--- src/rtl/dff_rr_arbiter.sv ---
// Round-robin arbiter that owns one shared WIDTH-bit capture flop; optional DFF_RR_ARBITER_LOCK_EN adds a lock port.
// Latency: the grant is combinational and the winner's data appears on q one clock later.
// Backpressure: a requester holds req/d until it sees gnt at an edge; losers simply wait.
module dff_rr_arbiter #(
  parameter int NUM_REQ = 4,
  parameter int WIDTH   = 8,
  localparam int IDX_W  = $clog2(NUM_REQ)
) (
  input  logic                     clk,
  input  logic                     rst_n,
  input  logic [NUM_REQ-1:0]       req,
  input  logic [NUM_REQ*WIDTH-1:0] d,
`ifdef DFF_RR_ARBITER_LOCK_EN
  input  logic                     lock,
`endif
  output logic [NUM_REQ-1:0]       gnt,
  output logic [WIDTH-1:0]         q,
  output logic                     q_valid,
  output logic [IDX_W-1:0]         q_src
);

  typedef enum logic {
    IDLE   = 1'b0,
    LOCKED = 1'b1
  } state_t;

  localparam logic [IDX_W-1:0] LAST_IDX = IDX_W'(NUM_REQ - 1);

  state_t             state_q, state_d;
  logic [IDX_W-1:0]   ptr_q, ptr_d;
  logic [IDX_W-1:0]   hi_idx, lo_idx, rr_idx, win_idx;
  logic               hi_hit, rr_hit;
  logic [NUM_REQ-1:0] gnt_c;
  logic               cap;
  logic [WIDTH-1:0]   cap_dat;
`ifdef DFF_RR_ARBITER_LOCK_EN
  logic [IDX_W-1:0]   owner_q, owner_d;
`endif

  // Explicit wrap so non-power-of-2 NUM_REQ never lands on an unused index.
  function automatic logic [IDX_W-1:0] next_idx(input logic [IDX_W-1:0] i);
    return (i == LAST_IDX) ? '0 : i + IDX_W'(1);
  endfunction

  // Lowest requester at/above ptr wins; otherwise wrap around to the lowest requester overall.
  always_comb begin
    hi_idx = '0;
    lo_idx = '0;
    hi_hit = 1'b0;
    for (int i = NUM_REQ - 1; i >= 0; i--) begin
      if (req[i]) begin
        lo_idx = IDX_W'(i);
        if (IDX_W'(i) >= ptr_q) begin
          hi_idx = IDX_W'(i);
          hi_hit = 1'b1;
        end
      end
    end
    rr_hit = |req;
    rr_idx = hi_hit ? hi_idx : lo_idx;
  end

  always_comb begin
    state_d = state_q;
    ptr_d   = ptr_q;
    gnt_c   = '0;
    win_idx = rr_idx;
`ifdef DFF_RR_ARBITER_LOCK_EN
    owner_d = owner_q;
`endif
    case (state_q)
`ifdef DFF_RR_ARBITER_LOCK_EN
      LOCKED: begin
        win_idx        = owner_q;
        gnt_c[owner_q] = req[owner_q];
        if (!lock || !req[owner_q]) begin
          state_d = IDLE;
          ptr_d   = next_idx(owner_q);
        end
      end
`endif
      default: begin
        if (rr_hit) begin
          gnt_c[rr_idx] = 1'b1;
`ifdef DFF_RR_ARBITER_LOCK_EN
          if (lock) begin
            state_d = LOCKED;
            owner_d = rr_idx;
          end else
`endif
          ptr_d = next_idx(rr_idx);
        end
      end
    endcase
    // Reset kills the grant immediately, not at the next edge.
    if (!rst_n) begin
      gnt_c = '0;
    end
  end

  assign gnt = gnt_c;
  assign cap = |gnt_c;

  always_comb begin
    cap_dat = '0;
    for (int i = 0; i < NUM_REQ; i++) begin
      if (gnt_c[i]) begin
        cap_dat = d[i*WIDTH +: WIDTH];
      end
    end
  end

  always_ff @(posedge clk or negedge rst_n) begin
    if (!rst_n) begin
      q       <= '0;
      q_valid <= 1'b0;
      q_src   <= '0;
      ptr_q   <= '0;
      state_q <= IDLE;
    end else begin
      q_valid <= cap;
      if (cap) begin
        q     <= cap_dat;
        q_src <= win_idx;
      end
      ptr_q   <= ptr_d;
      state_q <= state_d;
    end
  end

`ifdef DFF_RR_ARBITER_LOCK_EN
  always_ff @(posedge clk or negedge rst_n) begin
    if (!rst_n) begin
      owner_q <= '0;
    end else begin
      owner_q <= owner_d;
    end
  end
`endif

endmodule

--- config.mk ---
export PLATFORM = sky130hd
export DESIGN_NAME = dff_rr_arbiter
export DESIGN_NICKNAME = d
export VERILOG_FILES = /design/src/rtl/dff_rr_arbiter.sv
export SDC_FILE = /design/constraint.sdc
export NUM_CORES = 1
export LEC_CHECK = 0
export ABC_AREA = 1
export CAP_MARGIN = 25
export CORE_MARGIN = 2
export CORE_UTILIZATION = 47
export CTS_BUF_LIST = sky130_fd_sc_hd__clkbuf_4
export DETAILED_ROUTE_END_ITERATION = 10
export GPL_TIMING_DRIVEN = 0
export PLACE_DENSITY = 0.87
export RECOVER_POWER = 100
export SYNTH_ARGS = -nofsm -noshare
export SYNTH_HDL_FRONTEND = slang
export SYNTH_SLANG_ARGS = --single-unit
--- constraint.sdc ---
create_clock -name clk -period 3.8 [get_ports clk]
set_input_delay 0.38 -clock clk [delete_from_list [all_inputs] [get_ports clk]]
set_output_delay 0.38 -clock clk [all_outputs]
set_load 0.01 [all_outputs]
## After elaboration in Yosys (flattened, before gate mapping)

Index checks and enable logic that the tools add are counted.

| operators by class | value |
|---|---|
| add/subtract/negate cells | 1 |
| $lt $le $gt $ge | 6 |
| reduce and logical (&&, ||, !) cells | 3 |
| equality and inequality tests | 1 |
| muxes and demuxes | 30 |

Operators with widths:

| operator | number |
|---|---|
| $mux W8 | 4 |
| $mux W2 | 14 |
| $mux W1 | 9 |
| $mux W4 | 2 |
| $reduce_or A4 Y1 | 2 |
| $ge A1 B2 Y1 const A | 2 |
| $ge A2 B2 Y1 const A | 2 |
| $lt A2 B3 Y1 const B | 1 |
| $add A2 B1 Y2 const B | 1 |
| $demux W1 S2 | 1 |
| $eq A2 B2 Y1 const B | 1 |
| $ge A2 B1 Y1 const B | 1 |
| $logic_and A1 B1 Y1 | 1 |

| storage, ports and cells | value |
|---|---|
| input port bits | 38 |
| register bits after elaboration | 13 |
| output and inout port bits | 15 |

## Logic depth before layout (Yosys ltp)

Gate-level depths: netlist (run 1).

| logic depth | value |
|---|---|
| depth in word-level cells | 20 |
| mapped depth | 15 |
| depth with buffers taken out | 15 |

## Worst setup path after synthesis (run 1)

Ideal clock, no wire load.

| timing | value |
|---|---|
| path type | flip-flop to flip-flop |
| from | reg ptr_q[1] |
| to | reg q_src[0] |
| path buffers | 2 |
| library setup time | 117 ps |
| arrival time | 1850 ps |
| cell stages (with the launch flop) | 14 |
| setup slack | 1833 ps |
| path through | dfrtp_1 > nor3_1 > a21oi_1 > nand3_1 > nand2_1 > inv_1 > ha_1 > buf_2 > nand3_2 > inv_1 > nor2_4 > buf_8 > nand3_2 > nand2_1 |

| on the way | value |
|---|---|
| longest elaborated chain between the ends | 17 |

Ends and longest elaborated chain:

| item | RTL line | source |
|---|---|---|
| start: declaration | 30 | `logic [IDX_W-1:0] ptr_q, ptr_d;` |
| start signal: assignment | 126 | `ptr_q <= ptr_d;` |
| $ge A2 B2 Y1 | 53 | `if (IDX_W'(i) >= ptr_q) begin` |
| $mux W2 / $mux W1 (equally long branches) | 53 |  |
| $mux W2 / $mux W1 (equally long branches) | 51 | `if (req[i]) begin` |
| $mux W2 / $mux W1 (equally long branches) | 53 |  |
| $mux W2 / $mux W1 (equally long branches) | 51 |  |
| $mux W2 / $mux W1 (equally long branches) | 53 |  |
| $mux W2 / $mux W1 (equally long branches) | 51 |  |
| $mux W2 / $mux W1 (equally long branches) | 53 |  |
| [... 2 more ...] | -- |  |
| named net rr_idx[0] | 31 | `logic [IDX_W-1:0] hi_idx, lo_idx, rr_idx, win_idx;` |
| $lt A2 B3 Y1 (not written as such) / $ge A2 B1 Y1 (equally long branches) | 84 | `gnt_c[rr_idx] = 1'b1;` |
| $logic_and A1 B1 Y1 (not written as such) | 84 |  |
| $mux W1 (not written as such) | 84 |  |
| $demux W1 S2 * | 84 |  |
| $mux W4 * | 83 | `if (rr_hit) begin` |
| $mux W4 * | 96 | `if (!rst_n) begin` |
| named net gnt[1] | 16 | `output logic [NUM_REQ-1:0] gnt,` |
| $reduce_or A4 Y1 * | 102 | `assign cap = \|gnt_c;` |
| end signal: assignment | 124 | `q_src <= win_idx;` |
| end: declaration | 19 | `output logic [IDX_W-1:0] q_src` |

Mark *: on every way through the listed nets, which the timed path passes. The rest lies on a longest branch.
A chain may end at the register's enable or synchronous reset.

## Worst setup path in the final report (run 1)

| timing | value |
|---|---|
| from | in req[0] |
| to | out gnt[2] |

| on the way | value |
|---|---|
| longest elaborated chain between the ends | 8 |

Ends and longest elaborated chain:

| item | RTL line | source |
|---|---|---|
| start: declaration | 11 | `input logic [NUM_REQ-1:0] req,` |
| $mux W2 / $mux W1 (equally long branches) | 51 |  |
| $mux W2 * | 60 | `rr_idx = hi_hit ? hi_idx : lo_idx;` |
| named net rr_idx[1] | 31 |  |
| $lt A2 B3 Y1 (not written as such) / $ge A2 B1 Y1 (equally long branches) | 84 |  |
| $logic_and A1 B1 Y1 (not written as such) | 84 |  |
| $mux W1 (not written as such) | 84 |  |
| $demux W1 S2 * | 84 |  |
| $mux W4 * | 83 |  |
| $mux W4 * | 96 |  |
| end: declaration | 16 |  |

Marks and branches as above.

==> results of run 1 <==
## cells by family (layout without fill, tap and decap cells)
| family | Yosys count | in the layout | share of synthesized area (%) |
|---|---|---|---|
| buffers and inverters | 36 | 92 | 14.62 |
| DFF | 13 | 13 | 26.78 |
| AOI/OAI and AO/OA | 6 | 6 | 2.471 |
| adders and majority gates | 4 | 4 | 4.120 |
| and+or+nand+nor | 116 | 116 | 52.01 |
## power breakdown
part           internal (mW)  switching [mW]
Combinational          0.295           0.364
Clock                 0.0478          0.0436
Sequential             0.213          0.0484
Total                  0.556           0.456
## sequential cells by signal (all words and copies together) (netlist names)
register  count
ptr_q         2
q_valid       1
q_src         2
q             8
## final timing paths
| path | endpoint | from | cells after the start | slack, ns |
|---|---|---|---|---|
| worst max-delay path | gnt[2] | req[0] | 11 | 0.44 |
| worst min register to register | q_src[1] | q_src[1] | 2 | 0.51 |
| worst min-delay path | q_src[1] | q_src[1] | 2 | 0.51 |
| max in group asynchronous | q[0] | rst_n | 1 | 2.83 |
| worst max register to register | q[3] | ptr_q[0] | 13 | 0.99 |
| min in group asynchronous | q[6] | rst_n | 1 | 0.56 |
## per-layer routing
layer / track usage, % / wire [µm] / up-vias
met5: 0 / 0 / -
met2: 41.67 / 1652 / 55
li1: - / - / 678
met4: 8.333 / 18 / 0
met1: 27.45 / 1347 / 613
met3: 2.186 / 174 / 2
## cell type report
| type | instances | share of cell area, % |
|---|---|---|
| clock buffer | 4 | 1.682 |
| sequential | 13 | 18.22 |
| buffer | 10 | 3.714 |
| multi-input combinational | 126 | 39.59 |
| timing repair buffer | 52 | 29.15 |
| tap | 30 | 2.102 |
| inverter | 26 | 5.536 |
## critical path: cells and delay by family
family	cells	cell delay (ns)
AND/OR/NAND/NOR	2	0.23
buffers and inverters	6	1.88
AO/OA/AOI/OAI	2	0.32
adder cells (fa/ha/maj)	1	0.16
## cells in the final DEF, fill, tap and decap left out
cell	count
nand2_1	50
clkdlybuf4s50_1	37
inv_1	24
nand3_1	19
nand4_1	16
dlygate4sd3_1	15
dfrtp_1	13
nand3_2	11
or2_2	6
nor2_1	5
ha_1	4
clkbuf_4	4
a21oi_1	3
o21ai_0	3
buf_4	3
nor2_4	2
buf_2	2
buf_6	2
clkbuf_1	2
or2_1	2
nor3_1	1
nor3b_1	1
nor2_2	1
nand2_2	1
nand3_4	1
clkinvlp_2	1
inv_2	1
buf_1	1
## stage by stage
stage / hold WS [ns] / setup WS (ns)
final: 0.5135 / 0.4424
after global routing: 0.5291 / 0.1575
after CTS: 0.5220 / 0.5929
after detailed placement: 0.5039 / 0.5976
after global placement: 0.4952 / 0.6529
after floorplan: 0.08441 / 1.833
==> results_dict.tcl, run 1 <==
set metrics [dict create \
    clkTransAtPathRegs_ns 0.08 \
    synthDistinctLibCells 25 \
    diodes 0 \
    htreeDepth 1 \
    grt_max_degree 16 \
    ys_top_cells_by_area "dfrtp_1 27%, nand2_1 15%, nand3_2 9.9%" \
    place_congestion 0.8398 \
    max_slew_margin_pct 56.25 \
    critPathCaptureType "output port" \
    drt_iter0_drc 25 \
    nFillCells 210 \
    wire_per_inst_um 12.23 \
    status "finished, final reports clean" \
    netlist_top_cells_count "50 x nand2_1, 24 x inv_1, 18 x nand3_1, 16 x nand4_1, 13 x dfrtp_1" \
    setup_violations 0 \
    utilization_pct 72.73 \
    final_nets 274 \
    syn_nets 217 \
    fin_crit_ns 3.358 \
    ff_latch_area_um2 325.3 \
    clock_skew_ns 0.002470 \
    via_per_inst 5.165 \
    hpwl_mm 2.604 \
    finalCritPeriodShare_pct 88.36 \
    grt_pass1_wl_mm 5.092 \
    synth_edf_count 0 \
    drv_slew 0 \
    area_delta_synth_final_pct 46.96 \
    io-pin-count 53 \
    synth-main-ff-cell "dfrtp_1" \
    portBuffers 52 \
    yosys.area.top_type "dfrtp_1" \
    insertion_delay_ns 0.27 \
    async_reset_ff_share_pct 100.0 \
    crit_chain "dlygate4sd3_1 -> inv_1 -> nor3_1 -> a21oi_1 -> o21ai_0 -> inv_1 -> ha_1 -> clkbuf_1 -> nand3_4 -> clkinvlp_2 -> clkdlybuf4s50_1" \
    tightest_slew_ns 0.6562 \
    syn_avg_cell_area_um2 6.942 \
    synth_most_common_cell "nand2_1" \
    ys_seq_elements 13 \
    dp.cells 257 \
    tns_ns 0 \
    chipWidth_um 54.84 \
    p_leak_nw 0.9234 \
    root_buffer "clkbuf_4" \
    seq_area_frac_synth_pct 26.78 \
    crit_path_start_kind "input port" \
    total_power_mw 1.012 \
    drive_above_1_share_pct 15.15 \
    route.vias.total 1348 \
    wirelength_mm 3.193 \
    coreArea_um2 2455 \
    synth_cells 175 \
    drt_first_pass_iters 4 \
    finalNonFillerCells 261 \
    grt_pass1_vias 1242 \
    peakVddDrop_mv 0.3769 \
    numCtsBuffers 3 \
    start_util_pct 49.49 \
    overflow 0 \
    cts_setup_buffers 0 \
    cp.arrival_ns 2.98 \
    slowest_delay_ns 0.58 \
    cp_max_fo 9 \
    maxCapViolCount 0 \
    crit_type "in -> out" \
    post_cts_resized 0 \
    synth_top_cell_area_share_pct 26.78 \
    cts_max_path_buffers 2 \
    rsz0062_at_grt "false" \
    critPathSlowestCell "dlygate4sd3_1" \
    die-area_um2 3007 \
    postRouteAntennaNets 0 \
    power_density_nw_per_um2 566.7 \
    cts_tree "yes" \
    multiInputGateArea_um2 706.9 \
    syn_area_um2 1215 \
    drc 0 \
    holdBufCountCts 0 \
    yosys_warnings 0 \
    crit_top_cell "inv_1" \
    antenna_found_initial 0 \
    clock_sinks 13 \
    min_path_type "reg -> reg" \
    fp.dieH_um 54.84 \
    hold_viol_final 0 \
    postLayoutCellArea_um2 1785 \
    required_ns 3.42 \
    placementRows 18 \
    postPlaceCellArea_um2 1773 \
    grt_usage_pct 22.91 \
    fmax_ghz 0.2978 \
]
Power figures use the tool's default switching activity.
==> inputs of run 2 (changes only) <==
--- a/config.mk
+++ b/config.mk
@@ -12,6 +12,7 @@
 export CTS_BUF_LIST = sky130_fd_sc_hd__clkbuf_4
 export DETAILED_ROUTE_END_ITERATION = 10
 export GPL_TIMING_DRIVEN = 0
+export HOLD_SLACK_MARGIN = 0.15
 export PLACE_DENSITY = 0.87
 export RECOVER_POWER = 100
 export SYNTH_ARGS = -nofsm -noshare
==> results of run 2 <==
The final DEF is identical to that of run 1; final timing and power are the same.
==> inputs of run 3 (changes only) <==
--- a/config.mk
+++ b/config.mk
@@ -8,12 +8,13 @@
 export ABC_AREA = 1
 export CAP_MARGIN = 25
 export CORE_MARGIN = 2
-export CORE_UTILIZATION = 47
+export CORE_UTILIZATION = 50
 export CTS_BUF_LIST = sky130_fd_sc_hd__clkbuf_4
 export DETAILED_ROUTE_END_ITERATION = 10
+export DONT_BUFFER_PORTS = 1
 export GPL_TIMING_DRIVEN = 0
 export HOLD_SLACK_MARGIN = 0.15
-export PLACE_DENSITY = 0.87
+export PLACE_DENSITY = 0.64
 export RECOVER_POWER = 100
 export SYNTH_ARGS = -nofsm -noshare
 export SYNTH_HDL_FRONTEND = slang
==> run 3 against run 2 <==
  * Register-to-register slack barely moved
  * Cell area shrank 30%
  * Hold slack lost 0.20 ns
  * Clock skew fell by 0.00097 ns
  * Global-route usage is 1.4 points lower
  * Total power is 17% lower
  * First-iteration DRC count is 36% lower
  * Sequential power grew 13%
  * Clock power decreased by 2%
  * Non-clock buffer count down 51
  * Core utilization is 17 points lower
  * Cell count fell by 20%
  * Critical path type is now reg -> reg
==> results_dict.tcl, run 3 (same netlist as run 1, synthesis figures left out) <==
set metrics [dict create \
    status "finished, final reports clean" \
    grt_pass1_vias 1030 \
    grt_usage_pct 21.47 \
    clock_sinks 13 \
    wirelength_mm 2.645 \
    power_density_nw_per_um2 671.0 \
    setup_violations 0 \
    path_buf_inv 4 \
    final_nets 223 \
    peakVddDrop_mv 0.3425 \
    multiInputGateArea_um2 681.9 \
    critPathSlowestCell "clkbuf_1" \
    via_per_inst 5.231 \
    antenna_found_initial 0 \
    m1WireLength_mm 1.253 \
    placementRows 17 \
    start_util_pct 53.88 \
    p_leak_nw 0.7121 \
    fp.dieH_um 53.30 \
    hpwl_mm 2.157 \
    post_cts_resized 0 \
    required_ns 4.01 \
    maxCapViolCount 0 \
    max_slew_margin_pct 57.15 \
    coreArea_um2 2255 \
    numCtsBuffers 3 \
    chipWidth_um 53.30 \
    fin_crit_ns 2.821 \
    tns_ns 0 \
    wl_met2_mm 1.182 \
    clockPowerShare_pct 10.7 \
    postRouteAntennaNets 0 \
    netSwitchingFraction_pct 48.87 \
    area_delta_synth_final_pct 2.678 \
    drt_iter0_drc 16 \
    drt_first_pass_iters 4 \
    clkTransAtPathRegs_ns 0.08 \
    crit_chain "nor3_1 -> nor2_1 -> nand2_1 -> inv_1 -> ha_1 -> clkbuf_1 -> nand3_1 -> inv_1 -> nor2_1 -> clkbuf_1 -> nand3_2 -> nand2_1" \
    place_congestion 0.8108 \
    total_power_mw 0.8371 \
    drive_above_1_share_pct 17.22 \
    final_common_cell "nand2_1" \
    grt_max_degree 14 \
    io-pin-count 53 \
    regMostFlops "q" \
    crit_type "reg -> reg" \
    insertion_delay_ns 0.27 \
    finalCritPeriodShare_pct 74.24 \
    nFillCells 246 \
    largest_reg_flops 8 \
    cp.arrival_ns 3.03 \
    route.vias.total 1088 \
    portBuffers 0 \
    layout_common_cells "50 x nand2_1, 24 x inv_1, 21 x nand3_1" \
    crit_path_start_kind "flop" \
    overflow 0 \
    seq_power_share_pct 35.4 \
    diodes 0 \
    wl_met3_um 189 \
    grt_pass1_wl_mm 4.512 \
    slowest_delay_ns 0.52 \
    htreeDepth 1 \
    cp_max_fo 10 \
    wire_per_inst_um 12.72 \
    clock_skew_ns 0.001503 \
    hold_viol_final 0 \
    top_layer_used "met4" \
    cts_max_path_buffers 2 \
    drv_slew 0 \
    critPathCaptureType "flop" \
    largestRegisters "q: 8 flops, ptr_q: 2 flops, q_src: 2 flops" \
    critical-path-top-delay-family "simple AND/OR/NAND/NOR gates" \
    root_buffer "clkbuf_4" \
    internal_power_mw 0.4280 \
    drc 0 \
    die-area_um2 2840 \
    tightest_slew_ns 0.6427 \
    rsz0062_at_grt "false" \
    fmax_ghz 0.3545 \
    power.switching_mw 0.4091 \
    combPwrFrac_pct 53.9 \
    cts_tree "yes" \
    min_path_type "in -> reg" \
    ff_latch_area_um2 325.3 \
]
run 3: cell count changes in the layout (fill, tap and decap cells not counted), sizes merged:
cell,delta
clkdlybuf4s50,-37
inv,+1
clkinvlp,-1
dlygate4sd3,-14
run 3: worst reg2reg max path: stages, from the launching register on:
cell	delay, ns
dfrtp_1	0.40
nor3_1	0.25
nor2_1	0.10
nand2_1	0.13
inv_1	0.09
ha_1	0.20
clkbuf_1	0.20
nand3_1	0.31
inv_1	0.16
nor2_1	0.18
clkbuf_1	0.52
nand3_2	0.12
nand2_1	0.10
run 3: power by group through the flow:
stage / Sequential [mW] / Clock (mW) / Combinational [mW]
floorplan: 0.289 / 0 / 0.399
detailed placement: 0.301 / 0 / 0.480
global placement: 0.299 / 0 / 0.466
CTS: 0.299 / 0.0930 / 0.486
global route: 0.310 / 0.101 / 0.535
finish: 0.296 / 0.0895 / 0.451
run 3: final timing paths:
kind / start / end / slack (ns) / cells after the start
max: ptr_q[1] / q[7] / 0.98 / 12
min: d[26] / q[2] / 0.31 / 3
max reg2reg: ptr_q[1] / q[7] / 0.98 / 12
min reg2reg: ptr_q[0] / ptr_q[0] / 0.56 / 2
max in group asynchronous: rst_n / q_valid / 2.89 / 1
min in group asynchronous: rst_n / q[2] / 0.54 / 1
run 3: final cells by class:
| type | count | area share [%] |
|---|---|---|
| Multi-Input combinational cell | 126 | 54.66 |
| Buffer | 10 | 5.216 |
| Sequential cell | 13 | 26.08 |
| Clock buffer | 4 | 2.407 |
| Tap cell | 28 | 2.808 |
| Timing Repair Buffer | 1 | 0.8024 |
| Inverter | 26 | 8.024 |
run 3: routing by layer:
layer / up-vias / track usage [%]
met5: - / 0
met4: 0 / 8.974
met3: 2 / 2.542
met2: 42 / 32.72
met1: 470 / 30.05
li1: 574 / -
run 3: metrics by stage:
| stage | worst slack [ns] | hold WS, ns | instance area (µm²) | std cells | utilization, % |
|---|---|---|---|---|---|
| floorplan | 1.833 | 0.08441 | 1215 | 175 | - |
| global placement | 1.604 | 0.08471 | 1250 | 203 | 55.44 |
| detailed placement | 1.559 | 0.08470 | 1250 | 203 | 55.44 |
| CTS | 1.311 | 0.2991 | 1290 | 208 | 57.21 |
| global route | 0.6747 | 0.3100 | 1247 | 208 | 55.33 |
| finish | 0.9790 | 0.3100 | 1247 | 208 | 55.33 |
run 3: what timing repair did:
item / 4_1_cts / 5_1_grt
buffers inserted: 0 / 0
hold buffers: 1 / 0
endpoints found under the hold margin: 13 / 0
endpoints found under the setup margin: 0 / 0
